**src/rtl/req_pending_arb.sv**
```systemverilog
// Purpose: sticky per-source request capture with mask; grants the highest eligible index over valid/ready.
// Latency: request rising edge to out_valid is 2 cycles; back-to-back grants with no bubble while ready stays high.
// Backpressure: out_idx is frozen while out_valid & ~out_ready; new requests keep accumulating in the pending register.
// Optional: define REQ_PEND_OVF_DETECT_EN to build the sticky per-source overflow flags (otherwise ovf_flags = 0).
module req_pending_arb #(
    parameter int N     = 8,
    parameter int IDX_W = 3
) (
    input  logic             clk,
    input  logic             rst,
    input  logic [N-1:0]     req_in,
    input  logic [N-1:0]     mask,
    input  logic             out_ready,
    input  logic             ovf_clr,
    output logic             out_valid,
    output logic [IDX_W-1:0] out_idx,
    output logic [N-1:0]     pend_vec,
    output logic [N-1:0]     ovf_flags
);

    typedef enum logic {
        IDLE    = 1'b0,
        PRESENT = 1'b1
    } state_t;

    state_t           state_q;
    logic [N-1:0]     req_q;
    logic [N-1:0]     pending_q;
    logic [N-1:0]     pending_d;
    logic             out_valid_q;
    logic [IDX_W-1:0] out_idx_q;

    logic [N-1:0]     rise;
    logic             hs;
    logic [N-1:0]     clr_vec;
    logic [N-1:0]     eligible;
    logic [N-1:0]     next_vec;

    // Highest set bit wins; returns 0 for an all-zero vector (callers gate on non-zero).
    function automatic logic [IDX_W-1:0] hi_idx(input logic [N-1:0] v);
        logic [IDX_W-1:0] r;
        r = '0;
        for (int i = 0; i < N; i++) begin
            if (v[i]) r = IDX_W'(i);
        end
        return r;
    endfunction

    // Edge detect, pending update (set beats clear) and candidate for the back-to-back grant.
    always_comb begin
        rise      = req_in & ~req_q;
        hs        = out_valid_q & out_ready;
        clr_vec   = hs ? (N'(1) << out_idx_q) : '0;
        pending_d = (pending_q & ~clr_vec) | rise;
        eligible  = pending_q & ~mask;
        next_vec  = eligible & ~(N'(1) << out_idx_q);
    end

    // Request history and sticky pending bits.
    always_ff @(posedge clk) begin
        if (rst) begin
            req_q     <= '0;
            pending_q <= '0;
        end else begin
            req_q     <= req_in;
            pending_q <= pending_d;
        end
    end

    // Grant FSM: the presented index never changes until it is accepted.
    always_ff @(posedge clk) begin
        if (rst) begin
            state_q     <= IDLE;
            out_valid_q <= 1'b0;
            out_idx_q   <= '0;
        end else begin
            case (state_q)
                IDLE: begin
                    if (eligible != '0) begin
                        out_idx_q   <= hi_idx(eligible);
                        out_valid_q <= 1'b1;
                        state_q     <= PRESENT;
                    end
                end
                PRESENT: begin
                    if (out_ready) begin
                        if (next_vec != '0) begin
                            out_idx_q <= hi_idx(next_vec);
                        end else begin
                            out_valid_q <= 1'b0;
                            state_q     <= IDLE;
                        end
                    end
                end
                default: begin
                    out_valid_q <= 1'b0;
                    state_q     <= IDLE;
                end
            endcase
        end
    end

`ifdef REQ_PEND_OVF_DETECT_EN
    logic [N-1:0] ovf_q;
    logic [N-1:0] ovf_d;

    // A new edge on a bit that is still pending (and not leaving this cycle) is an overflow; new overflow beats clear.
    always_comb begin
        ovf_d = (ovf_clr ? '0 : ovf_q) | (rise & pending_q & ~clr_vec);
    end

    // Sticky overflow flags.
    always_ff @(posedge clk) begin
        if (rst) ovf_q <= '0;
        else     ovf_q <= ovf_d;
    end

    assign ovf_flags = ovf_q;
`else
    logic unused_ovf_clr;
    assign unused_ovf_clr = ovf_clr;
    assign ovf_flags      = '0;
`endif

    assign out_valid = out_valid_q;
    assign out_idx   = out_idx_q;
    assign pend_vec  = eligible;

endmodule
```
**config.mk**
```make
export PLATFORM = sky130hd
export DESIGN_NAME = req_pending_arb
export DESIGN_NICKNAME = d
export VERILOG_FILES = /design/src/rtl/req_pending_arb.sv
export SDC_FILE = /design/constraint.sdc
export NUM_CORES = 1
export LEC_CHECK = 0
export BUFFER_PORTS_ARGS = -buffer_cell sky130_fd_sc_hd__buf_2
export CAP_MARGIN = 0
export CORE_MARGIN = 2
export CORE_UTILIZATION = 37
export CTS_CLUSTER_SIZE = 28
export DETAILED_ROUTE_END_ITERATION = 16
export PLACE_DENSITY_LB_ADDON = 0.3
export SLEW_MARGIN = 10
export SYNTH_ARGS = -nofsm -noshare
export SYNTH_HDL_FRONTEND = slang
export SYNTH_SLANG_ARGS = --single-unit
```
**constraint.sdc**
```tcl
create_clock -name clk -period 1.71 [get_ports clk]
set_clock_uncertainty 0.15 [all_clocks]
set_input_delay 0.0855 -clock clk [delete_from_list [all_inputs] [get_ports clk]]
set_output_delay 0.0855 -clock clk [all_outputs]
set_load 0.1 [all_outputs]
```
=== Word level (Yosys, flattened, before mapping) ===
Cells that the tools add are included.

* Bits in registers: 21
* Output and inout port bits: 20
* Bits of input ports: 20

* Shift-type cells: 1
* Mux-type cells: 27
* Bitwise logic cells: 11
* Reductions and logical operators: 4
* Equality and inequality tests: 4

{| class="wikitable"
|+ Operators with widths
! operator !! number
|-
| two-way mux 3 bit || 15
|-
| AND 8 bit || 4
|-
| inverter 8 bit || 4
|-
| nonzero test 8 bit || 2
|-
| two-way mux 1 bit || 8
|-
| two-way mux 8 bit || 1
|-
| bitwise OR 8 bit || 1
|-
| left shift 1 x 3 -> 8 bit (first input constant) || 1
|-
| inequality test 2 bit (second input constant) || 3
|-
| one-hot mux 3 bit (2 select lines) || 1
|-
| AND reduction 3 bit || 2
|-
| one-hot mux 1 bit (2 select lines) || 2
|-
| inequality test 2 x 1 -> 1 bit (second input constant) || 1
|-
| AND 1 bit || 1
|-
| inverter 1 bit || 1
|}

=== Logic depth before layout (Yosys ltp) ===
* Depth after elaboration: 13
* Mapped depth: 7
* Mapped depth without buffers: 7

=== Worst setup path before layout ===
Ideal clock, no wire load.

* Kind: reg-to-reg
* Start: register pending_q[0]
* End: register out_idx_q[1], in the netlist out_idx[1]
* Stages on the path, launching flop included: 6
* Arrival time: 2.764 ns
* Clock period less this slack: 3.015 ns
* Slack: -1.305 ns
* Data required time: 1.459 ns
* Buffers on the path: 0
* Cells stage by stage: dfxtp_1 -> nor2b_1 -> o31ai_1 -> a2bb2oi_1 -> o311ai_4 -> o41ai_1

* Cells in the longest elaborated chain, start to end: 5

{| class="wikitable"
|+ Ends and longest elaborated chain
! what !! RTL line !! text
|-
| start: declaration || 28 || <nowiki>logic [N-1:0] pending_q;</nowiki>
|-
| start signal: assignment || 66 || <nowiki>pending_q <= pending_d;</nowiki>
|-
| AND 8 bit * || 55 || <nowiki>eligible = pending_q & ~mask;</nowiki>
|-
| named net pend_vec[0] || 17 || <nowiki>output logic [N-1:0] pend_vec,</nowiki>
|-
| AND 8 bit || 56 || <nowiki>next_vec = eligible & ~(N'(1) << out_idx_q);</nowiki>
|-
| nonzero test 8 bit || 87 || <nowiki>if (next_vec != '0) begin</nowiki>
|-
| inequality test 2 x 1 -> 1 bit (no line) || - ||
|-
| AND reduction 3 bit (no line) * || - ||
|-
| end signal: assignment || 80 || <nowiki>out_idx_q <= hi_idx(eligible);</nowiki>
|-
| end signal: assignment || 88 || <nowiki>out_idx_q <= hi_idx(next_vec);</nowiki>
|-
| end: declaration || 31 || <nowiki>logic [IDX_W-1:0] out_idx_q;</nowiki>
|}

Mark *: on every way through the listed nets, which the timed path passes. The rest lies on a longest branch.
A chain may end at the register's enable or synchronous reset.

=== Worst setup path in the final report ===
* Start: register out_idx_q[1], in the netlist out_idx[1]
* End: register out_idx_q[2], in the netlist out_idx[2]

* Cells in the longest elaborated chain, start to end: 11

{| class="wikitable"
|+ Ends and longest elaborated chain
! what !! RTL line !! text
|-
| left shift 1 x 3 -> 8 bit * || 56 ||
|-
| inverter 8 bit * || 56 ||
|-
| AND 8 bit * || 56 ||
|-
| two-way mux 3 bit (5 in a row) || 44 || <nowiki>if (v[i]) r = IDX_W'(i);</nowiki>
|-
| two-way mux 3 bit || 87 ||
|-
| two-way mux 3 bit || 86 || <nowiki>if (out_ready) begin</nowiki>
|-
| one-hot mux 3 bit (2 select lines) || 77 || <nowiki>case (state_q)</nowiki>
|}

Every way passes the cells marked *; elsewhere a longest branch is shown, timed or not. The select of a mux whose other input is x is not followed.

==> run summary <==
======================================================================================
Maximum buffer depth of the clock tree                                               2
Final period demand of the worst path                                         2.019 ns
Most common cell after layout, fill and taps aside                        sky130_fd_sc_hd__buf_2
Library cell with the largest summed area after synthesis                 sky130_fd_sc_hd__dfxtp_1
Sequential-to-total area share from yosys stat                                  0.3518
Post-synthesis to final-layout area growth                                      47.33%
Cell breakdown of the critical path                                       or3b_1, a21o_1, o311ai_4, mux2i_1, nor2_1
Max Freq                                                                    0.4953 GHz
Run status                                                                finished with violations
Pin count of the biggest net entering global routing                                24
Met1 layer wirelength in the final routing                                    1.382 mm
Setup CP Type                                                             flip-flop to flip-flop
Gpl congestion                                                                  0.8638
Power per standard cell area                                              910.0 mW/mm^2
Highest fanout seen on the critical path                                             7
Total wire length after detailed routing                                      3.168 mm
Warnings, synthesis                                                                  0
Overall Global Routing Usage                                                    0.1747
Clock root buffer master                                                  sky130_fd_sc_hd__clkbuf_4
Num rows                                                                            20
Number of vias after detailed routing                                            1,207
Post-synthesis compound-gate area fraction                                      0.2314
Area occupied by registers                                                 435.4 sq um
Initial detailed-routing violation count                                            47
Total met3 wirelength after detailed routing                                    145 um
Htree depth                                                                          1
Part of the power in registers                                                   0.367
Antenna violations before repair                                                     0
Global-route wire length before repair                                        4.774 mm
Die footprint                                                             0.003700 sq mm
Leading cell types in the layout, fill and taps excluded                  sky130_fd_sc_hd__buf_2, sky130_fd_sc_hd__buf_4, sky130_fd_sc_hd__dfxtp_1, sky130_fd_sc_hd__nand2b_1, sky130_fd_sc_hd__a21oi_1
Synth top area cells                                                      sky130_fd_sc_hd__dfxtp_1, sky130_fd_sc_hd__nand2b_1, sky130_fd_sc_hd__nor2b_1
Port buffer count                                                                   30
Count of inserted antenna diode cells                                                0
Worst reg2reg startpoint                                                    out_idx[1]
TritonCTS clock tree                                                             built
Pre-CTS worst setup slack                                                   -0.2675 ns
Number of buffers created by CTS                                                     3
Ratio of cells with drive above 1 in the final layout                           0.4250
Number of flops mapped to enable cells by yosys                                      0
Netlist area before placement                                             0.001195 sq mm
Proportion of power drawn by combinational gates                                 0.477
Post-layout utilization of the core                                             0.5766
Post-DP HPWL                                                                  2.329 mm
Sum of buffers and inverters on the critical path                                    0
Startpoint Class                                                             flip-flop
Sum Neg Setup Slack                                                          -1.165 ns
Initial Utilization                                                             0.3914
Total chip power                                                               1602 uW
Power share of the clock group                                                   0.157
Via-per-instance ratio                                                           4.947
Simple-gate portion of the synthesized area                                     0.3058
Fraction of the mapped netlist area in adder cells                                   0
PnR worst setup slack                                                       -0.3088 ns
Share of the synthesized area in the top cell type                              0.3518
Violated checks                                                           setup timing
Worst-path clk slew                                                            0.12 ns
Setup repair after global routing missed its margin                                yes
Post-synthesis share of cell area spent on xor and xnor gates                        0
Net switching power                                                           706.6 uW
Top layer reached by signal wires                                                 met4
Capturing element type of the critical path                                  flip-flop
Count of filler cells inserted in the layout                                       291
DRC                                                                                  0
Max Transition Viols Final                                                           0
Mapped Cells                                                                       140
Grt ovf                                                                              0
Total core area                                                           0.003053 sq mm
Leakage power                                                             0.0007954 uW
Data arrival at the endpoint of the critical path                              2.06 ns
CP Data Required Time                                                          1.75 ns
Via count of the first global-routing pass                                       1,096
Combinational family with the most area after synthesis                   simple AND/OR/NAND/NOR gates
Cell with the largest stage delay on the worst path                       sky130_fd_sc_hd__dfxtp_4
Family of cells with the greatest summed delay on the critical path       compound AO/OA/AOI/OAI gates
Clock network latency to the later pin of the worst-skew pair                  0.31 ns
Final #Nets                                                                        221
Clock sink count                                                                    21
Number of distinct standard cells referenced by the synthesized netlist             43
Horizontal die dimension                                                      60.83 um
Average wire per standard cell                                                12.98 um
Max-cap violations                                                                   0
Switching power as a share of total power                                       0.4411
Length of routed met2 wiring                                                  1.588 mm
Share of the clock period used by the worst path after layout                    1.181
Most used DFF post-synth                                                  sky130_fd_sc_hd__dfxtp_1
Pre-Repair DR Iteration Count                                                        4
Class of the most critical hold timing path                               primary input to flip-flop
Internal power                                                                895.4 uW
Setup-failing EPs final                                                              5
Origin of the worst setup path                                              out_idx[1]
Crit path largest cell delay                                                   0.41 ns
Launch point of the worst hold path                                                rst
Async set-or-reset flop fraction in the synthesized netlist                          0
Proportion of synthesized area in mux cells                                   0.008377
Synthesized area per cell                                                  8.535 sq um
Number of nets still failing antenna checks after routing                            0
Multi-input logic area                                                     785.8 sq um
Register bit count reported by yosys                                                21
Ports                                                                               40
Hold Fails Final Rpt                                                                 0
Worst IR drop on VDD                                                         0.5873 mV
Die H                                                                         60.83 um
======================================================================================
==> cells in the mapped netlist, types with 2 or more instances <==
cell type	instances
sky130_fd_sc_hd__a21oi_1	14
sky130_fd_sc_hd__and3_1	2
sky130_fd_sc_hd__buf_2	2
sky130_fd_sc_hd__buf_4	8
sky130_fd_sc_hd__buf_6	2
sky130_fd_sc_hd__clkbuf_1	2
sky130_fd_sc_hd__dfxtp_1	21
sky130_fd_sc_hd__inv_1	4
sky130_fd_sc_hd__nand2_1	5
sky130_fd_sc_hd__nand2b_1	14
sky130_fd_sc_hd__nand3b_1	2
sky130_fd_sc_hd__nand4_1	2
sky130_fd_sc_hd__nor2_1	5
sky130_fd_sc_hd__nor2b_1	13
sky130_fd_sc_hd__nor3b_1	2
sky130_fd_sc_hd__o21ai_0	11
sky130_fd_sc_hd__o31ai_1	4
sky130_fd_sc_hd__or3b_1	2
==> cells by family after synthesis <==
group / Yosys count
AND/OR/NAND/NOR: 58
flip-flops: 21
buffers and inverters: 19
multiplexers: 1
AO/OA/AOI/OAI: 40
other: 1
==> path summary, 6_finish.rpt <==
path | cells after the start | to | slack, ns
setup / recovery | 5 | out_idx[2] | -0.31
hold / removal | 2 | req_q[7] | 0.03
setup reg to reg | 5 | out_idx[2] | -0.31
hold reg to reg | 2 | pending_q[2] | 0.34
==> metrics by stage <==
step	std cells	area [sq um]	hold slack [ns]
5_1_grt	244	1760	0.04471
3_3_place_gp	231	1564	0.1641
2_1_floorplan	147	1279	0.02964
4_1_cts	243	1670	0.02394
6_report	244	1760	0.02894
3_5_place_dp	231	1564	0.1711
==> cell type report <==
class,instances,share of cell area
Multi-Input combinational cell,107,0.4463
Sequential cell,21,0.2473
Timing Repair Buffer,63,0.2473
Tap cell,44,0.03127
Clock buffer,4,0.01493
Inverter,5,0.01279
==> flip-flops by register name (all words and copies together), names as in the netlist <==
register and flops:
pending_q 8, req_q 8, out_idx 3, out_valid 1, state_q 1
==> layer usage <==
| layer | up-vias | global-route usage |
|---|---|---|
| met3 | 6 | 0.03198 |
| met1 | 558 | 0.2163 |
| met2 | 43 | 0.2980 |
| met4 | 0 | 0.07143 |
| li1 | 600 | - |
| met5 | - | 0 |
==> repair_timing <==
item,CTS,global route
hold endpoints to repair,16,0
pin swaps,0,5
setup endpoints to repair,5,6
resized for setup,0,18
setup buffers,0,1
hold buffers,8,0
==> power groups by stage <==
stage	sequential (uW)	combinational [uW]	clock (uW)
detailed placement	593	695	0
floorplan	700	425	0
global route	595	805	271
global placement	589	686	0
finish	587	764	251
CTS	582	711	255
Power figures use the tool's default switching activity.
